===== src/rtl/one_four_demux_reg_pkg.sv =====
// Shared types and helpers for the 1:4 registered write demux.
// Holds the FSM encoding, slot count and the one-hot slot decode.
package one_four_demux_reg_pkg;

  localparam int NUM_SLOTS = 4;

  typedef enum logic [1:0] {
    IDLE  = 2'd0,
    BURST = 2'd1,
    DONE  = 2'd2
  } state_t;

  function automatic logic [NUM_SLOTS-1:0] onehot4(input logic [1:0] idx);
    return 4'b0001 << idx;
  endfunction

endpackage


===== src/rtl/one_four_demux_reg_if.sv =====
// Write-side bus of the 1:4 demux: input stream handshake plus slot outputs.
interface one_four_demux_reg_if #(parameter int WIDTH = 8);
  import one_four_demux_reg_pkg::*;

  logic [1:0]           sel;
  logic [WIDTH-1:0]     dIn;
  logic                 dInValid;
  logic                 dInReady;
  logic                 startBurst;
  logic [WIDTH-1:0]     dOut0;
  logic [WIDTH-1:0]     dOut1;
  logic [WIDTH-1:0]     dOut2;
  logic [WIDTH-1:0]     dOut3;
  logic [NUM_SLOTS-1:0] wrStrobe;
  logic                 burstDone;

  modport master (
    output sel, dIn, dInValid, startBurst,
    input  dInReady, dOut0, dOut1, dOut2, dOut3, wrStrobe, burstDone
  );

  modport slave (
    input  sel, dIn, dInValid, startBurst,
    output dInReady, dOut0, dOut1, dOut2, dOut3, wrStrobe, burstDone
  );

endinterface


===== src/rtl/one_four_demux_reg_slot_decoder.sv =====
// 2-to-4 one-hot decoder with enable; all zeros when disabled.
module slot_decoder
  import one_four_demux_reg_pkg::*;
(
  input  logic                 en,
  input  logic [1:0]           idx,
  output logic [NUM_SLOTS-1:0] onehot
);

  assign onehot = en ? onehot4(idx) : '0;

endmodule


===== src/rtl/one_four_demux_reg.sv =====
// Routes one input stream into four registered slots, either one write per
// beat (slot from sel) or as a burst with an auto-incrementing slot pointer.
module one_four_demux_reg
  import one_four_demux_reg_pkg::*;
#(
  parameter int WIDTH     = 8,
  parameter int BURST_LEN = 4
) (
  input logic                clk,
  input logic                rst_n,
  one_four_demux_reg_if.slave bus
);

  localparam logic [2:0] LAST = 3'(BURST_LEN);

  state_t                          state;
  logic [1:0]                      ptr;
  logic [2:0]                      cnt;
  logic                            accept;
  logic [1:0]                      wr_idx;
  logic [NUM_SLOTS-1:0]            wr_en;
  logic [NUM_SLOTS-1:0]            wr_strobe;
  logic                            burst_done;
  logic [NUM_SLOTS-1:0][WIDTH-1:0] slot;

  assign bus.dInReady = (state != DONE);
  assign accept       = bus.dInValid && bus.dInReady;
  // Burst beat 0 accepted in IDLE lands on sel, later beats follow the pointer.
  assign wr_idx       = (state == IDLE) ? bus.sel : ptr;

  slot_decoder u_dec (
    .en    (accept),
    .idx   (wr_idx),
    .onehot(wr_en)
  );

  always_ff @(posedge clk or negedge rst_n) begin
    if (!rst_n) begin
      slot <= '0;
    end else begin
      for (int i = 0; i < NUM_SLOTS; i++)
        if (wr_en[i]) slot[i] <= bus.dIn;
    end
  end

  always_ff @(posedge clk or negedge rst_n) begin
    if (!rst_n) begin
      state      <= IDLE;
      ptr        <= 2'd0;
      cnt        <= 3'd0;
      wr_strobe  <= '0;
      burst_done <= 1'b0;
    end else begin
      wr_strobe  <= wr_en;
      burst_done <= 1'b0;
      case (state)
        IDLE: begin
          if (bus.startBurst) begin
            if (bus.dInValid) begin
              ptr <= bus.sel + 2'd1;
              cnt <= 3'd1;
              if (LAST == 3'd1) begin
                state      <= DONE;
                burst_done <= 1'b1;
              end else begin
                state <= BURST;
              end
            end else begin
              ptr   <= bus.sel;
              cnt   <= 3'd0;
              state <= BURST;
            end
          end
        end
        BURST: begin
          if (bus.dInValid) begin
            ptr <= ptr + 2'd1;
            cnt <= cnt + 3'd1;
            if (cnt + 3'd1 == LAST) begin
              state      <= DONE;
              burst_done <= 1'b1;
            end
          end
        end
        DONE:    state <= IDLE;
        default: state <= IDLE;
      endcase
    end
  end

  assign bus.wrStrobe  = wr_strobe;
  assign bus.burstDone = burst_done;
  assign bus.dOut0     = slot[0];
  assign bus.dOut1     = slot[1];
  assign bus.dOut2     = slot[2];
  assign bus.dOut3     = slot[3];

endmodule

===== src/flat_wrapper.sv =====
// flat-port wrapper written by rule: the top's interface ports become plain ports
module one_four_demux_reg_flat import one_four_demux_reg_pkg::*;
#(
  parameter int WIDTH     = 8,
  parameter int BURST_LEN = 4
)
  (clk, rst_n, bus_sel, bus_dIn, bus_dInValid, bus_startBurst, bus_dInReady, bus_dOut0, bus_dOut1, bus_dOut2, bus_dOut3, bus_wrStrobe, bus_burstDone);
  one_four_demux_reg_if #(.WIDTH(WIDTH)) bus_i ();
  input logic clk;
  input logic rst_n;
  input wire logic [$bits(bus_i.sel)-1:0] bus_sel;
  input wire logic [$bits(bus_i.dIn)-1:0] bus_dIn;
  input wire logic [$bits(bus_i.dInValid)-1:0] bus_dInValid;
  input wire logic [$bits(bus_i.startBurst)-1:0] bus_startBurst;
  output wire logic [$bits(bus_i.dInReady)-1:0] bus_dInReady;
  output wire logic [$bits(bus_i.dOut0)-1:0] bus_dOut0;
  output wire logic [$bits(bus_i.dOut1)-1:0] bus_dOut1;
  output wire logic [$bits(bus_i.dOut2)-1:0] bus_dOut2;
  output wire logic [$bits(bus_i.dOut3)-1:0] bus_dOut3;
  output wire logic [$bits(bus_i.wrStrobe)-1:0] bus_wrStrobe;
  output wire logic [$bits(bus_i.burstDone)-1:0] bus_burstDone;
  assign bus_i.sel = bus_sel;
  assign bus_i.dIn = bus_dIn;
  assign bus_i.dInValid = bus_dInValid;
  assign bus_i.startBurst = bus_startBurst;
  assign bus_dInReady = bus_i.dInReady;
  assign bus_dOut0 = bus_i.dOut0;
  assign bus_dOut1 = bus_i.dOut1;
  assign bus_dOut2 = bus_i.dOut2;
  assign bus_dOut3 = bus_i.dOut3;
  assign bus_wrStrobe = bus_i.wrStrobe;
  assign bus_burstDone = bus_i.burstDone;
  one_four_demux_reg #(.WIDTH(WIDTH), .BURST_LEN(BURST_LEN)) u_core (.clk(clk), .rst_n(rst_n), .bus(bus_i));
endmodule

===== config.mk =====
export PLATFORM = sky130hd
export DESIGN_NAME = one_four_demux_reg_flat
export DESIGN_NICKNAME = d
export VERILOG_FILES = /design/src/rtl/one_four_demux_reg_pkg.sv /design/src/rtl/one_four_demux_reg_if.sv /design/src/rtl/one_four_demux_reg_slot_decoder.sv /design/src/rtl/one_four_demux_reg.sv /design/src/flat_wrapper.sv
export SDC_FILE = /design/constraint.sdc
export NUM_CORES = 1
export LEC_CHECK = 0
export CAP_MARGIN = 20
export CORE_UTILIZATION = 35
export CTS_BUF_LIST = sky130_fd_sc_hd__clkbuf_2 sky130_fd_sc_hd__clkbuf_4 sky130_fd_sc_hd__clkbuf_8
export CTS_CLUSTER_DIAMETER = 150
export CTS_CLUSTER_SIZE = 28
export DETAILED_ROUTE_END_ITERATION = 6
export PLACE_DENSITY = 0.68
export SLEW_MARGIN = 20
export SYNTH_ARGS = -nofsm -noshare
export SYNTH_HDL_FRONTEND = slang
export SYNTH_SLANG_ARGS = --single-unit

===== constraint.sdc =====
create_clock -name clk -period 2 [get_ports clk]
set_input_delay 0.5 -clock clk [delete_from_list [all_inputs] [get_ports clk]]
set_output_delay 0.5 -clock clk [all_outputs]
set_load 0.005 [all_outputs]

==> results by group, run 1 <==
GRT
  • Largest net degree at the start of global routing: 45
  • Via count of the first global-routing pass: 1283
  • Remaining global-route overflow: 0
  • First-pass GRT wire length: about 6.2 mm
  • Initial antenna violation count: 0
  • All-layer global routing usage: between 10% and 20%

Pwr
  • Maximum vdd ir drop: 0.479 mV
  • Pwr per Cell Area: 1510 nW/um2
  • Leakage Power: between 1 and 1.5 nW
  • Total chip power: ~4.1 mW

Final layout
  • Share of post-route cells with drive strength above 1: 32.8%
  • Area growth, synth to finish: 43.7%
  • Final #Nets: 216
  • N_diodes: 0
  • Number of inserted filler cells in the final layout: around 460

Yosys
  • EDFF count, synth: 0
  • Synth Area in Simple Gates: around 7.8%
  • Flop and latch count out of synthesis: between 40 and 50
  • Async S/R FF share, synth: 100%
  • Share of cell area taken by muxes after synthesis: 20.1%
  • Dominant register cell in the synthesized netlist: dfrtp_1
  • Netlist Area Pre-Place: roughly 1900 um2
  • Main combinational cell family by area after synthesis: multiplexers
  • Synth Instances: ~130
  • Synth Area in Adders: 1.33%
  • Complex-gate fraction of the synthesized area: approximately 9.6%
  • Library cells used by synthesis: 40
  • Total nets after synthesis: roughly 150
  • Average instance area after synthesis: 14.2 um2
  • Count of yosys warnings during synthesis: 0
  • XOR/XNOR Fraction of Synth Area: less than 1%
  • Register area share after synthesis: 58.3%

Floorplanning
  • Number of I/O pins: between 50 and 60
  • Die Span X: between 70 and 80 um
  • Die Ht: approximately 75 um
  • Die area: approximately 5700 um2
  • Std-Cell Rows: 26
  • Floorplan core area: just over 5000 um2
  • Initial standard-cell utilization of the core: a little under two fifths

Worst setup path
  • Capturing point of the worst reg2reg path: u_core.bus.dOut0[5]
  • Depth of the most critical reg-to-reg path: 4
  • Cell breakdown of the critical path: clkdlybuf4s50_1, or4b_4, a22oi_4, buf_12, mux2_2
  • Critical Path Start Type: input port
  • Data arrival time of the worst path: around 2.1 ns
  • Master of the slowest instance on the critical path: or4b_4
  • Type of the worst setup path: in2reg
  • CP Buf/Inv Count: 2
  • Worst endpoint required time: roughly 2.2 ns
  • Beginning of the critical path: bus_sel[1]
  • Critical path peak fanout: 9
  • CP peak stage delay: between 0.5 and 0.6 ns
  • Critical path endpoint category: flop
  • Setup slack of the most critical reg-to-reg path: ~0.15 ns
  • Crit-path leading delay family: buffers and inverters
  • Worst reg2reg path startpoint: u_core.state[0]

Run
  • Max Cap Viol: 0

Drt
  • Met1 wire length: 1.73 mm
  • Detailed Routing Iterations Pass 1: 4
  • Post-route DRC: 0
  • Uppermost layer routed: met4
  • Post-detailed-route count of antenna-violating nets: 0
  • Routed length on met3: about 220 um
  • DRC marker count from the first detailed-route iteration: between 40 and 50
  • Metal2 WL: roughly 2 mm
  • Avg Vias per Cell: between 4 and 5
  • Routed Wire Length: 4.02 mm
  • Wire per inst: 14.8 um
  • Total number of vias: between 1000 and 1500

Min path
  • Type of the tightest min-delay check: in2async

STA
  • Final period demand of the worst path: approximately 1.9 ns
  • WHS: roughly 0.18 ns
  • Pins over their slew limit: 0
  • Max transition margin: around three fifths
  • RSZ-0062 raised after global routing: no
  • Maximum operating frequency: around 0.52 GHz
  • Slew at the pin with the worst max-slew slack: roughly 0.59 ns
  • Clock tree skew after final layout: between 0.004 and 0.005 ns
  • Period Utilization, post-route: around 96%
  • Hold Fails Final Rpt: 0
  • Final Setup Violations: 0
  • Final WS setup: 0.0842 ns

Run status
  • Outcome: complete, no violations

Clocking
  • Cell at the root of the clock tree: clkbuf_8
  • Clock net sink count: 44
  • Number of buffers on the longest clock path: 2
  • Clock latency on the worst-skew pair: around 0.29 ns
  • CTS Buf Count: 5
  • CTS tree: yes
  • Clock transition at the register clock pins on the worst setup and hold paths after CTS: approximately 0.080 ns
  • Count of hold-fix buffers inserted at cts: 0
  • Number of levels in the clock H-tree: 2

Place
  • Count of port buffers added during placement: 51
  • Worst slack after detailed placement: -0.404 ns
  • Weighted congestion at the end of routability-driven global placement: between 0.7 and 0.8
  • Detail Placement HPWL: slightly above 3 mm
cell usage in the layout, fill, tap and decap left out, types with 2 or more instances in the layout:
cell	instances
dfrtp_1	43
mux2i_1	2
nand2_1	4
buf_12	2
inv_1	5
mux2_2	32
clkbuf_8	5
o21ai_0	2
nor2b_1	4
nor3_1	3
clkdlybuf4s50_1	48
ha_1	2
buf_4	11
or2_2	3
how the worst max path moves through the flow:
stage,end,slack [ns],depth (start not counted)
6_report,u_core.bus.dOut1[6],0.08,5
5_1_grt,u_core.bus.dOut1[6],0.02,5
4_1_cts,u_core.bus.dOut1[6],0.01,5
3_5_place_dp,u_core.bus.dOut1[6],-0.40,4
3_3_place_gp,u_core.bus.dOut1[1],-0.32,4
2_1_floorplan,u_core.bus.dOut3[0],0.25,5
cells by family after synthesis:
group / Yosys count
xor+xnor: 1
fa+ha+maj: 2
buf+inv: 10
flops: 44
mux: 34
compound gates: 19
simple gates: 23
per-layer routing:
metal	up-vias	track usage (%)
met5	-	0
met4	0	5.56
met3	5	4.10
met2	39	26.9
met1	645	17.7
li1	618	-
repair_timing:
item | 4_1_cts | 5_1_grt
gates cloned | 0 | 0
setup buffers | 1 | 0
pin swaps | 1 | 0
setup endpoints to repair | 12 | 8
gates resized for setup | 5 | 1
endpoints found under the hold margin | 0 | 0
cell type report:
cell class / count / area, um2 / area share [%]
inverter: 5 / 18.8 / 0.692
sequential: 44 / 1100 / 40.6
tap: 70 / 87.6 / 3.23
clock inverter: 2 / 35.0 / 1.29
timing repair buffer: 65 / 641 / 23.6
clock buffer: 6 / 76.3 / 2.81
multi-input combinational: 79 / 753 / 27.8
synth_stat cells (2+ instances only):
master / count / area [um2]
o21ai_0: 2 / 10.0
mux2_2: 32 / 360
ha_1: 2 / 25.0
buf_2: 3 / 15.0
mux2i_1: 2 / 20.0
nor3_1: 3 / 15.0
dfrtp_1: 44 / 1100
or2_2: 3 / 18.8
nor2b_1: 4 / 25.0
inv_1: 5 / 18.8
nand2_1: 4 / 15.0
per-stage QoR:
stage                     cells  utilization (%)  TNS (ns)  area (um2)
after floorplan             133                -         0        1890
after CTS                   271             52.8         0        2710
final                       271             52.8         0        2710
after detailed placement    262             49.9    -10.26        2560
after global routing        271             52.8         0        2710
after global placement      262             49.9     -9.14        2560
flip-flops by register name, indices dropped and copies added, names as in the netlist:
name and flops:
u_core.bus.dOut0 8, u_core.ptr 2, u_core.bus.dOut2 8, u_core.bus.dOut3 8
u_core.bus.burstDone 1, u_core.state 2, u_core.bus.wrStrobe 4, u_core.bus.dOut1 8
u_core.cnt 3
where the power goes:
part,switching [mW],total (mW),internal [mW]
sequential,0.276,1.60,1.32
combinational,0.610,1.84,1.23
clock,0.282,0.666,0.384
(Power assumes the default switching activity.)
==> inputs of run 2 (changes only) <==
==> constraint.sdc (replaced) <==
create_clock -name clk -period 2.3 [get_ports clk]
set_input_delay 0.575 -clock clk [delete_from_list [all_inputs] [get_ports clk]]
set_output_delay 0.575 -clock clk [all_outputs]
set_load 0.005 [all_outputs]
==> run 2 against run 1 <==
Total power is 17% lower. Critical path type unchanged. Sequential power shrank 12%. Wire length grew 0.57%. Largest cell class unchanged. Via count shrank 1.1%. Largest power group unchanged. Final area down 4.1%. Sequential share of layout area rose by 1.8 points.
==> results by group, run 2 (synthesis gave the netlist of run 1 again) <==
Clocking
  • Clock net sink count: 44
  • Number of levels in the clock H-tree: 2
  • CTS Buf Count: 5
  • Clock latency on the worst-skew pair: slightly below 0.3 ns
  • Count of hold-fix buffers inserted at cts: 0
  • CTS tree: yes
  • Number of buffers on the longest clock path: 2
  • Clock transition at the register clock pins on the worst setup and hold paths after CTS: 0.07 ns
  • Cell at the root of the clock tree: clkbuf_8

STA
  • Final Setup Violations: 0
  • Pins over their slew limit: 0
  • WHS: approximately 0.35 ns
  • Period Utilization, post-route: a little over nine tenths
  • Total negative setup slack: 0 ns
  • RSZ-0062 raised after global routing: no
  • Clock tree skew after final layout: between 0.005 and 0.006 ns
  • Final period demand of the worst path: approximately 2.2 ns
  • Maximum operating frequency: around 0.46 GHz
  • Final WS setup: about 0.12 ns
  • Max transition margin: between 50% and 60%
  • Hold Fails Final Rpt: 0
  • Slew at the pin with the worst max-slew slack: 0.624 ns

Place
  • Weighted congestion at the end of routability-driven global placement: about 0.74
  • Count of port buffers added during placement: between 50 and 60
  • Worst slack after detailed placement: -0.177 ns
  • Detail Placement HPWL: about 3.0 mm

Worst setup path
  • Crit-path leading delay family: buffers and inverters
  • Depth of the most critical reg-to-reg path: 3
  • CP peak stage delay: 0.54 ns
  • Critical Path Start Type: input port
  • CP endpoint: u_core.bus.dOut1[5]
  • Worst reg2reg path startpoint: u_core.state[1]
  • Stages on the worst setup path: 4
  • Type of the worst setup path: in2reg
  • Capturing point of the worst reg2reg path: u_core.bus.dOut0[5]
  • Worst endpoint required time: 2.47 ns
  • Cell breakdown of the critical path: clkdlybuf4s50_1, or4b_4, a22oi_4, mux2_2
  • Critical path peak fanout: 9
  • Data arrival time of the worst path: approximately 2.4 ns
  • Setup slack of the most critical reg-to-reg path: approximately 0.18 ns
  • Beginning of the critical path: bus_dInValid
  • CP Buf/Inv Count: 1
  • Master of the slowest instance on the critical path: clkdlybuf4s50_1
  • Critical path endpoint category: flop

Run status
  • Outcome: complete, no violations

Drt
  • DRC marker count from the first detailed-route iteration: between 50 and 60
  • Post-route DRC: 0
  • Total number of vias: 1292
  • Routed Wire Length: around 4.0 mm
  • Wire per inst: roughly 15 um
  • Detailed Routing Iterations Pass 1: 4
  • Avg Vias per Cell: a little under 5
  • Post-detailed-route count of antenna-violating nets: 0

Final layout
  • Commonest non-fill, non-tap cells in the layout: 50 x clkdlybuf4s50_1, 43 x dfrtp_1, 32 x mux2_2, 7 x buf_4, 6 x clkbuf_8
  • Share of post-route cells with drive strength above 1: between 20% and 30%
  • Area growth, synth to finish: 37.8%
  • Most common library cell in the layout ignoring fill and taps: clkdlybuf4s50_1
  • Final #Nets: between 200 and 250
  • Share of the core filled with cells: 50.6%
  • N_diodes: 0

Pwr
  • Leakage Power: between 1 and 1.5 nW
  • Pwr per Cell Area: 1310 nW/um2
  • Maximum vdd ir drop: ~0.48 mV

Floorplanning
  • Initial standard-cell utilization of the core: ~37%
  • Die Span X: roughly 75 um
  • Number of I/O pins: 52
  • Die Ht: ~75 um
  • Floorplan core area: just over 5000 um2
  • Std-Cell Rows: 26
  • Die area: approximately 5700 um2

Run
  • Max Cap Viol: 0

GRT
  • Remaining global-route overflow: 0
  • Largest net degree at the start of global routing: 45
  • All-layer global routing usage: 15.8%
  • Via count of the first global-routing pass: approximately 1400
  • Initial antenna violation count: 0
  • First-pass GRT wire length: around 6.6 mm

Min path
  • Type of the tightest min-delay check: in2async
[run 2: metrics by stage]
| step | total power [mW] | cell area, um2 | std cells |
|---|---|---|---|
| 4_1_cts | 3.44 | 2600 | 264 |
| 3_3_place_gp | 2.87 | 2510 | 256 |
| 6_report | 3.40 | 2600 | 264 |
| 2_1_floorplan | 2.07 | 1890 | 133 |
| 5_1_grt | 3.65 | 2600 | 264 |
| 3_5_place_dp | 2.96 | 2510 | 256 |
[run 2: worst register-to-register path: stages (launching register included)]
cell and delay [ns]:
dfrtp_1 0.55, o21ai_1 0.55, o2111ai_2 0.48, mux2_2 0.42
[run 2: final cells by class]
type                    count  area [um2]
clock buffers               6        82.6
clock inverters             2        10.0
fillers                   460        2540
inverters                   5        18.8
multi-input cells          79         742
flip-flops and latches     44        1100
well taps                  70        87.6
repair buffers             58         558
[run 2: worst min path at each step]
| stage | to | slack (ns) | depth (start not counted) |
|---|---|---|---|
| after floorplan | u_core.bus.burstDone | 0.28 | 0 |
| after global placement | u_core.bus.dOut2[5] | 0.49 | 1 |
| after detailed placement | u_core.bus.dOut2[6] | 0.49 | 1 |
| after CTS | u_core.bus.dOut1[7] | 0.36 | 2 |
| after global routing | u_core.bus.dOut2[6] | 0.40 | 2 |
| final | u_core.bus.dOut2[6] | 0.35 | 2 |
[run 2: power by group]
| part | switching (mW) | total (mW) | internal, mW |
|---|---|---|---|
| combinational | 0.502 | 1.51 | 1.01 |
| clock | 0.236 | 0.476 | 0.239 |
| sequential | 0.257 | 1.41 | 1.15 |
[run 2: routing by layer]
layer	track usage [%]	part of all wire, %
met2	27.6	50
met4	4.94	0.72
met5	0	0
met3	4.37	5.9
met1	19.0	43
[run 2: what timing repair did]
action	CTS	global route
setup endpoints to repair	0	1
setup buffers	0	0
gates resized for setup	0	1
==> inputs of run 3 (changes only) <==
--- a/config.mk
+++ b/config.mk
@@ -11,6 +11,7 @@
 export CTS_CLUSTER_DIAMETER = 150
 export CTS_CLUSTER_SIZE = 28
 export DETAILED_ROUTE_END_ITERATION = 6
+export GPL_ROUTABILITY_DRIVEN = 0
 export PLACE_DENSITY = 0.68
 export SLEW_MARGIN = 20
 export SYNTH_ARGS = -nofsm -noshare
==> results of run 3 <==
The final DEF is identical to that of run 2; final timing and power are the same.
